<file path="config.mk">
export PLATFORM = sky130hd
export DESIGN_NAME = reaction_game_ctrl
export DESIGN_NICKNAME = d
export VERILOG_FILES = /design/src/rtl/reaction_game_ctrl.sv
export SDC_FILE = /design/constraint.sdc
export NUM_CORES = 1
export LEC_CHECK = 0
export ABC_AREA = 1
export CAP_MARGIN = 10
export CORE_MARGIN = 2
export CORE_UTILIZATION = 30
export CTS_BUF_LIST = sky130_fd_sc_hd__clkbuf_8 sky130_fd_sc_hd__clkbuf_16
export DETAILED_ROUTE_END_ITERATION = 8
export GPL_TIMING_DRIVEN = 1
export PLACE_DENSITY = 0.45
export SLEW_MARGIN = 20
export SYNTH_ARGS = -nofsm -noshare
export SYNTH_HDL_FRONTEND = slang
export SYNTH_SLANG_ARGS = --single-unit
</file>
<file path="constraint.sdc">
create_clock -name clk -period 3.5 [get_ports clk]
set_input_delay 0.7 -clock clk [delete_from_list [all_inputs] [get_ports clk]]
set_output_delay 0.7 -clock clk [all_outputs]
set_load 0.05 [all_outputs]
</file>
<file path="src/rtl/reaction_game_ctrl.sv">
// reaction_game_ctrl: top-level sequencer for the FPGA reaction game.
// Runs the mode-select, random-wait, stimulus and result phases, measures the
// reaction time in milliseconds and keeps the best score since reset. Every
// output comes straight from a register.

module reaction_game_ctrl #(
    parameter int unsigned CYCLES_PER_MS = 100000,
    parameter logic [15:0] LFSR_SEED     = 16'hACE1
) (
    input  logic        clk,
    input  logic        rst_n,
    input  logic        btn_go,
    input  logic        btn_mode,
    output logic [13:0] number,
    output logic        select,
    output logic [1:0]  mode,
    output logic        led_go,
    output logic        early,
    output logic [13:0] best_ms,
    output logic        new_best
);

    typedef enum logic [1:0] {
        S_IDLE,
        S_WAIT,
        S_GO,
        S_RESULT
    } state_t;

    localparam int unsigned   PW         = (CYCLES_PER_MS > 1) ? $clog2(CYCLES_PER_MS) : 1;
    localparam logic [PW-1:0] PRESC_LAST = PW'(CYCLES_PER_MS - 1);
    localparam logic [13:0]   NUM_MAX    = 14'd9999;

    // Base wait before the stimulus, in ms, for the selected difficulty.
    function automatic logic [11:0] delay_base(input logic [1:0] m);
        case (m)
            2'b01:   return 12'd1000;
            2'b10:   return 12'd500;
            default: return 12'd2000;
        endcase
    endfunction

    // Reaction counter value at which an unanswered stimulus becomes a miss.
    function automatic logic [13:0] go_limit(input logic [1:0] m);
        case (m)
            2'b01:   return 14'd1000;
            2'b10:   return 14'd500;
            default: return 14'd9999;
        endcase
    endfunction

    state_t      state, state_d;
    logic [15:0] lfsr;
    logic [PW-1:0] presc, presc_d;
    logic [11:0] delay_cnt, delay_cnt_d;
    logic [13:0] ms_cnt, ms_cnt_d;
    logic [13:0] number_d, best_ms_d;
    logic [1:0]  mode_d;
    logic        select_d, led_go_d, early_d, new_best_d;
    logic        tick;

    assign tick = (presc == PRESC_LAST);

    // Free-running 16-bit Galois LFSR (taps 0xB400), advanced every cycle.
    always_ff @(posedge clk or negedge rst_n) begin
        // NOTE: non-blocking (<=) so every register in the design samples
        // pre-edge values, independent of the order the blocks are evaluated.
        if (!rst_n) begin
            lfsr <= LFSR_SEED;
        end else begin
            lfsr <= {1'b0, lfsr[15:1]} ^ (lfsr[0] ? 16'hB400 : 16'h0000);
        end
    end

    // Next-state and next-output decode for the game sequencer.
    always_comb begin
        // NOTE: every target gets a default first, so no path through the
        // case below can leave a value unassigned and infer a latch.
        state_d     = state;
        delay_cnt_d = delay_cnt;
        ms_cnt_d    = ms_cnt;
        number_d    = number;
        mode_d      = mode;
        early_d     = early;
        best_ms_d   = best_ms;
        new_best_d  = 1'b0;
        // The ms prescaler only runs while a round is timing something.
        if (state == S_WAIT || state == S_GO) begin
            presc_d = tick ? '0 : presc + PW'(1);
        end else begin
            presc_d = '0;
        end

        case (state)
            S_IDLE: begin
                if (btn_go) begin
                    delay_cnt_d = delay_base(mode) + {2'b00, lfsr[9:0]};
                    early_d     = 1'b0;
                    number_d    = '0;
                    presc_d     = '0;
                    state_d     = S_WAIT;
                end else if (btn_mode) begin
                    mode_d = (mode == 2'd2) ? 2'd0 : mode + 2'd1;
                end
            end
            S_WAIT: begin
                if (btn_go) begin
                    // False start: report the sentinel, leave best untouched.
                    early_d  = 1'b1;
                    number_d = NUM_MAX;
                    state_d  = S_RESULT;
                end else if (tick) begin
                    if (delay_cnt <= 12'd1) begin
                        delay_cnt_d = '0;
                        ms_cnt_d    = '0;
                        number_d    = '0;
                        presc_d     = '0;
                        state_d     = S_GO;
                    end else begin
                        delay_cnt_d = delay_cnt - 12'd1;
                    end
                end
            end
            S_GO: begin
                // A press coinciding with a tick wins; that tick is dropped.
                if (btn_go) begin
                    number_d = ms_cnt;
                    if (ms_cnt < best_ms) begin
                        best_ms_d  = ms_cnt;
                        new_best_d = 1'b1;
                    end
                    state_d = S_RESULT;
                end else if (tick) begin
                    if (ms_cnt + 14'd1 >= go_limit(mode)) begin
                        number_d = NUM_MAX;
                        state_d  = S_RESULT;
                    end else begin
                        ms_cnt_d = ms_cnt + 14'd1;
                        number_d = ms_cnt + 14'd1;
                    end
                end
            end
            S_RESULT: begin
                if (btn_go) begin
                    early_d  = 1'b0;
                    number_d = '0;
                    state_d  = S_IDLE;
                end
            end
            default: begin
                state_d = S_IDLE;
            end
        endcase

        select_d = (state_d != S_IDLE);
        led_go_d = (state_d == S_GO);
    end

    // State, counters and registered outputs.
    always_ff @(posedge clk or negedge rst_n) begin
        if (!rst_n) begin
            state     <= S_IDLE;
            presc     <= '0;
            delay_cnt <= '0;
            ms_cnt    <= '0;
            number    <= '0;
            select    <= 1'b0;
            mode      <= 2'b00;
            led_go    <= 1'b0;
            early     <= 1'b0;
            best_ms   <= NUM_MAX;
            new_best  <= 1'b0;
        end else begin
            state     <= state_d;
            presc     <= presc_d;
            delay_cnt <= delay_cnt_d;
            ms_cnt    <= ms_cnt_d;
            number    <= number_d;
            select    <= select_d;
            mode      <= mode_d;
            led_go    <= led_go_d;
            early     <= early_d;
            best_ms   <= best_ms_d;
            new_best  <= new_best_d;
        end
    end

endmodule

</file>
# After elaboration in Yosys (flattened, before gate mapping)
# Index checks and enable logic that the tools add are counted.
# W data, S select, Z words.
[word_totals]
reg_bits = 95
in_bits = 4
elab_cells = 103
[op_classes]
order_cmp = 3
mux = 49
add_sub_neg = 5
eq_ne = 19
n_reduce_logical = 13
bitwise = 2
[ops]
columns = ["cell", "n"]
rows = [
  ["$mux W14", 14],
  ["$mux W17", 6],
  ["$mux W12", 6],
  ["$pmux W14 S2", 2],
  ["$pmux W14 S3", 1],
  ["$pmux W17 S2", 1],
  ["$pmux W12 S2", 1],
  ["$pmux W11 S2", 1],
  ["$mux W2", 9],
  ["$add A17 B1 Y17 const B", 1],
  ["$eq A17 B17 Y1 const B", 1],
  ["$mux W16", 1],
  ["$xor A15 B16 Y16", 1],
  ["$add A14 B1 Y14 const B", 1],
  ["$ge A14 B14 Y1", 1],
  ["$lt A14 B14 Y1", 1],
  ["$ne A2 B2 Y1 const B", 7],
  ["$add A12 B10 Y12", 1],
  ["$le A12 B1 Y1 const B", 1],
  ["$sub A12 B1 Y12 const B", 1],
  ["$reduce_and A3 Y1", 3],
  ["$eq A2 B2 Y1 const B", 4],
  ["$pmux W2 S4", 1],
  ["$reduce_and A4 Y1", 2],
  ["other kinds (13)", 23],
]

# Longest topological paths before layout
[logic_depth]
word_depth = 11
ltp_mapped = 22

# Worst setup path before layout
# No wires, ideal clock.
[synth_timing]
path_kind = "reg2reg"
start = "reg mode[0]"
end = "reg ms_cnt[10]"
setup_slack_ps = 762
path_stages_with_launch = 18
setup_time_ps = 118
arrival_time_ps = 2620
t_required_ps = 3382
cell_sequence = "dfrtp_1 inv_1 ha_1 inv_1 ha_1 nand2_1 inv_1 o21ai_0 nand2_1 a21oi_1 nor2_1 nand2_1 nand3_4 nand2_4 nand2_4 buf_8 nand2_1 o21ai_2"
[synth_via]
elab_chain_len = 8
[synth_lines]
columns = ["item", "line_no", "source"]
rows = [
  ["from (decl)", "16", "output logic [1:0] mode,"],
  ["from (signal assigned)", "180", "mode <= mode_d;"],
  ["$eq A2 B2 Y1 or $eq A2 B1 Y1 (tied branches)", "45", "case (m)"],
  ["$pmux W14 S2 *", "45", ""],
  ["$mux W14 *", "133", "end else if (tick) begin"],
  ["$mux W14 *", "126", "if (btn_go) begin"],
  ["$mux W14 *", "94", "case (state)"],
  ["$ge A14 B14 Y1 *", "134", "if (ms_cnt + 14'd1 >= go_limit(mode)) begin"],
  ["$ne A2 B2 Y1 (no line) *", "--", ""],
  ["$reduce_and A7 Y1 (no line) *", "--", ""],
  ["to (signal assigned)", "177", "ms_cnt <= ms_cnt_d;"],
  ["to (decl)", "56", "logic [13:0] ms_cnt, ms_cnt_d;"],
]
# Mark *: on every way between the ends. The rest lies on a longest branch, timed or not. The select of a mux whose other input is x is not followed.
# A chain may end at the register's enable or synchronous reset.

# Worst setup path in the final report
[layout_timing]
start = "reg ms_cnt[0]"
end = "reg ms_cnt[8]"
[layout_via]
elab_chain_len = 5
[layout_lines]
columns = ["item", "line_no"]
rows = [
  ["$add A14 B1 Y14 *", "134, 138"],
  ["branches (longest 4 deep; another with $ge A14 B14 Y1)", "--"],
]
# Every way passes the cells marked *. The select of a mux whose other input is x is not followed.

==> results.ini <==
[run_status]
status=finished, final reports clean

[final_layout]
seq_area_um2=2400
final_util=0.354
drive_gt1_frac=0.110
final_area_um2=6630
syn2layout_area_growth_pct=15.7
multi_input_area_um2=2860
diodes=0
fillCellCount=1946
nNetsFinal=787

[yosys]
synth-warning-count=0
synth_compound_area_frac=0.134
synthCells=704
synthTopCellsByArea=dfrtp_1 35%, nand2_1 10%, ha_1 9.0%
ys_seq_area_frac=0.419
synthAdderAreaFrac=0.0931
synth-simple-area-share=0.239
synth_edf_count=0
syn_nets=750
syn_area_um2=5730
synthXorXnorAreaFrac=0.0337
synthMuxAreaShare=0
synth-seq-cells=95
yosysTopAreaCell=dfrtp_1
synth_flop_cell=dfrtp_1
synth_top_area_frac=0.345
syn_area_per_cell_um2=8.13
ys_types=45
async_reset_ff_frac=1.00
synth_top_family_by_area=simple AND/OR/NAND/NOR gates

[clock_tree]
cts_root_buffer=clkbuf_16
numCtsBuffers=9
cts_resized=0
htree_num_levels=3
clockBufferDepth=2
cts_tree=built
path_clk_slew_ns=0.07
cts_setup_buffers=0
clock_sinks=95
hold_buffers=0
clock_latency_ns=0.36

[floorplan]
die_w_um=142
die_h_um=142
boundaryPins=38
start_util=0.306
rows=50
dieArea_um2=20200
core_area_um2=18700

[worst_setup_path]
slowest_stage=dfrtp_1
critical_path_class=reg -> reg
crit_required_ns=3.78
crit_chain=ha_1 > nand2_1 > nor2_1 > inv_1 > o21ai_0 > inv_1 > ha_1 > nand2_1 > inv_1 > nand2_1 > o21ai_0 > nand3_1 > nand2_1 > nand2_2 > nand3_4 > nand2_4 > nand2_4 > nand2_1 > o21ai_2
start_kind=register
arrival_ns=3.28
slowest_delay_ns=0.45
end_kind=register
crit_top_cell=nand2_1
crit_fanout=28

[placed_design]
place_congestion=0.892
placed_cell_area_um2=6340
portBuffers=37
dp_hpwl_mm=10.7

[global_routing]
grt_first_pass_wirelength_mm=24.2
track_usage=0.153
overflow=0
grt_max_degree=56
antenna_found_initial=0
grt_pass1_vias=4601

[timing]
finClkSkew_ns=0.00586
setup_viol=0
period_share=0.857
hold_violations=0
relSlewSlack=0.401
slew_violations=0
tns_ns=0
max_clock_freq_ghz=0.334
tightest_slew_ns=0.898
fin_crit_ns=3.00
rsz0062_at_grt=no

[routing]
drtPass1Iterations=5
num_vias=4722
drc=0
totalWireLength_mm=14.5
antenna_left=0
drtIter0Drc=282
viasPerCell=4.82
avgRoutedWirePerCell_um=14.8

[pwr]
power_density_nw_per_um2=640
ir_drop_mv=0.291
leakage_nw=3.04

[job]
cap_violations=0

[worst_hold_path]
hold_path_class=reg -> reg

## registers in the layout, summed over array words and instances (netlist names)
name / cells
best_ms: 14
number: 14
delay_cnt: 12
new_best: 1
mode: 2
early: 1
led_go: 1
lfsr: 16
state: 2
ms_cnt: 14
presc: 17
select: 1
## where the power goes
group | leakage [nW] | internal (mW) | switching (mW)
clock | 0.146 | 0.549 | 0.435
sequential | 1.21 | 1.27 | 0.144
combinational | 1.68 | 0.600 | 1.24
total | 3.04 | 2.42 | 1.82
## final timing paths
kind                            from           to  slack [ns]  cells after the start
min in group asynchronous      rst_n  best_ms[11]        0.41                      1
hold / removal              lfsr[12]     lfsr[11]        0.36                      0
max in group asynchronous      rst_n    ms_cnt[7]        2.25                      2
hold reg to reg             lfsr[12]     lfsr[11]        0.36                      0
setup reg to reg           ms_cnt[0]    ms_cnt[8]        0.50                     19
setup / recovery           ms_cnt[0]    ms_cnt[8]        0.50                     19
## placed cells by master, fill, tap and decap left out, types with 3 or more instances in the layout
cell	netlist	final
dfstp_2	16	16
o211ai_1	3	3
o21bai_1	3	3
nor3_1	9	9
nand2_2	4	4
nor2_4	3	3
a31oi_1	7	7
o21a_1	4	4
o21ai_0	46	46
xnor2_1	5	5
a21oi_1	41	41
o21ai_2	15	15
nand3_2	3	3
nand2_1	158	158
ha_1	41	41
nor3_2	6	6
inv_1	95	96
clkbuf_16	0	9
clkinv_2	0	3
buf_4	1	8
nor2_1	50	50
nand3_1	43	43
dfrtp_1	79	79
nand4_1	13	13
clkdlybuf4s50_1	0	36
xor2_1	17	17
## stage by stage
step | instances | worst slack [ns] | hold slack [ns] | total power, mW
CTS | 980 | 0.501 | 0.362 | 4.30
global route | 980 | 0.224 | 0.366 | 4.58
detailed placement | 964 | 0.533 | 0.339 | 3.29
global placement | 964 | 0.538 | 0.346 | 3.27
finish | 980 | 0.502 | 0.358 | 4.24
floorplan | 704 | 0.762 | 0.333 | 2.74
## critical path, delay by kind of cell, from the launching register on
| kind | cells | cell delay [ns] |
|---|---|---|
| AO/OA/AOI/OAI | 3 | 0.51 |
| adder cells (fa/ha/maj) | 2 | 0.51 |
| buffers and inverters | 3 | 0.25 |
| flip-flops | 1 | 0.45 |
| AND/OR/NAND/NOR | 11 | 1.21 |
## final cells by class
class                   count  area share
inverters                  97      0.0549
repair buffers             44      0.0634
flip-flops and latches     95       0.362
clock inverters             7     0.00982
well taps                 234      0.0442
clock buffers               9      0.0340
multi-input cells         494       0.432
## cell usage after synthesis, types with 4 or more instances
master / instances
nand2_1: 158
inv_1: 95
dfrtp_1: 79
nor2_1: 50
o21ai_0: 46
nand3_1: 43
a21oi_1: 41
ha_1: 41
xor2_1: 17
dfstp_2: 16
o21ai_2: 15
nand4_1: 13
clkbuf_1: 9
nor3_1: 9
a31oi_1: 7
nor3_2: 6
xnor2_1: 5
buf_2: 4
nand2_2: 4
o21a_1: 4
## routing by layer
metal,part of all wire,global-route usage
met4,0.020,0.0500
met2,0.48,0.255
met3,0.043,0.0330
met5,0,0
met1,0.46,0.199
## cells by family after synthesis
family	Yosys count
XOR/XNOR	22
adder cells (fa/ha/maj)	42
buffers and inverters	115
flip-flops	95
AND/OR/NAND/NOR	300
AO/OA/AOI/OAI	130
Note: power is estimated with default switching activity, not from simulation.
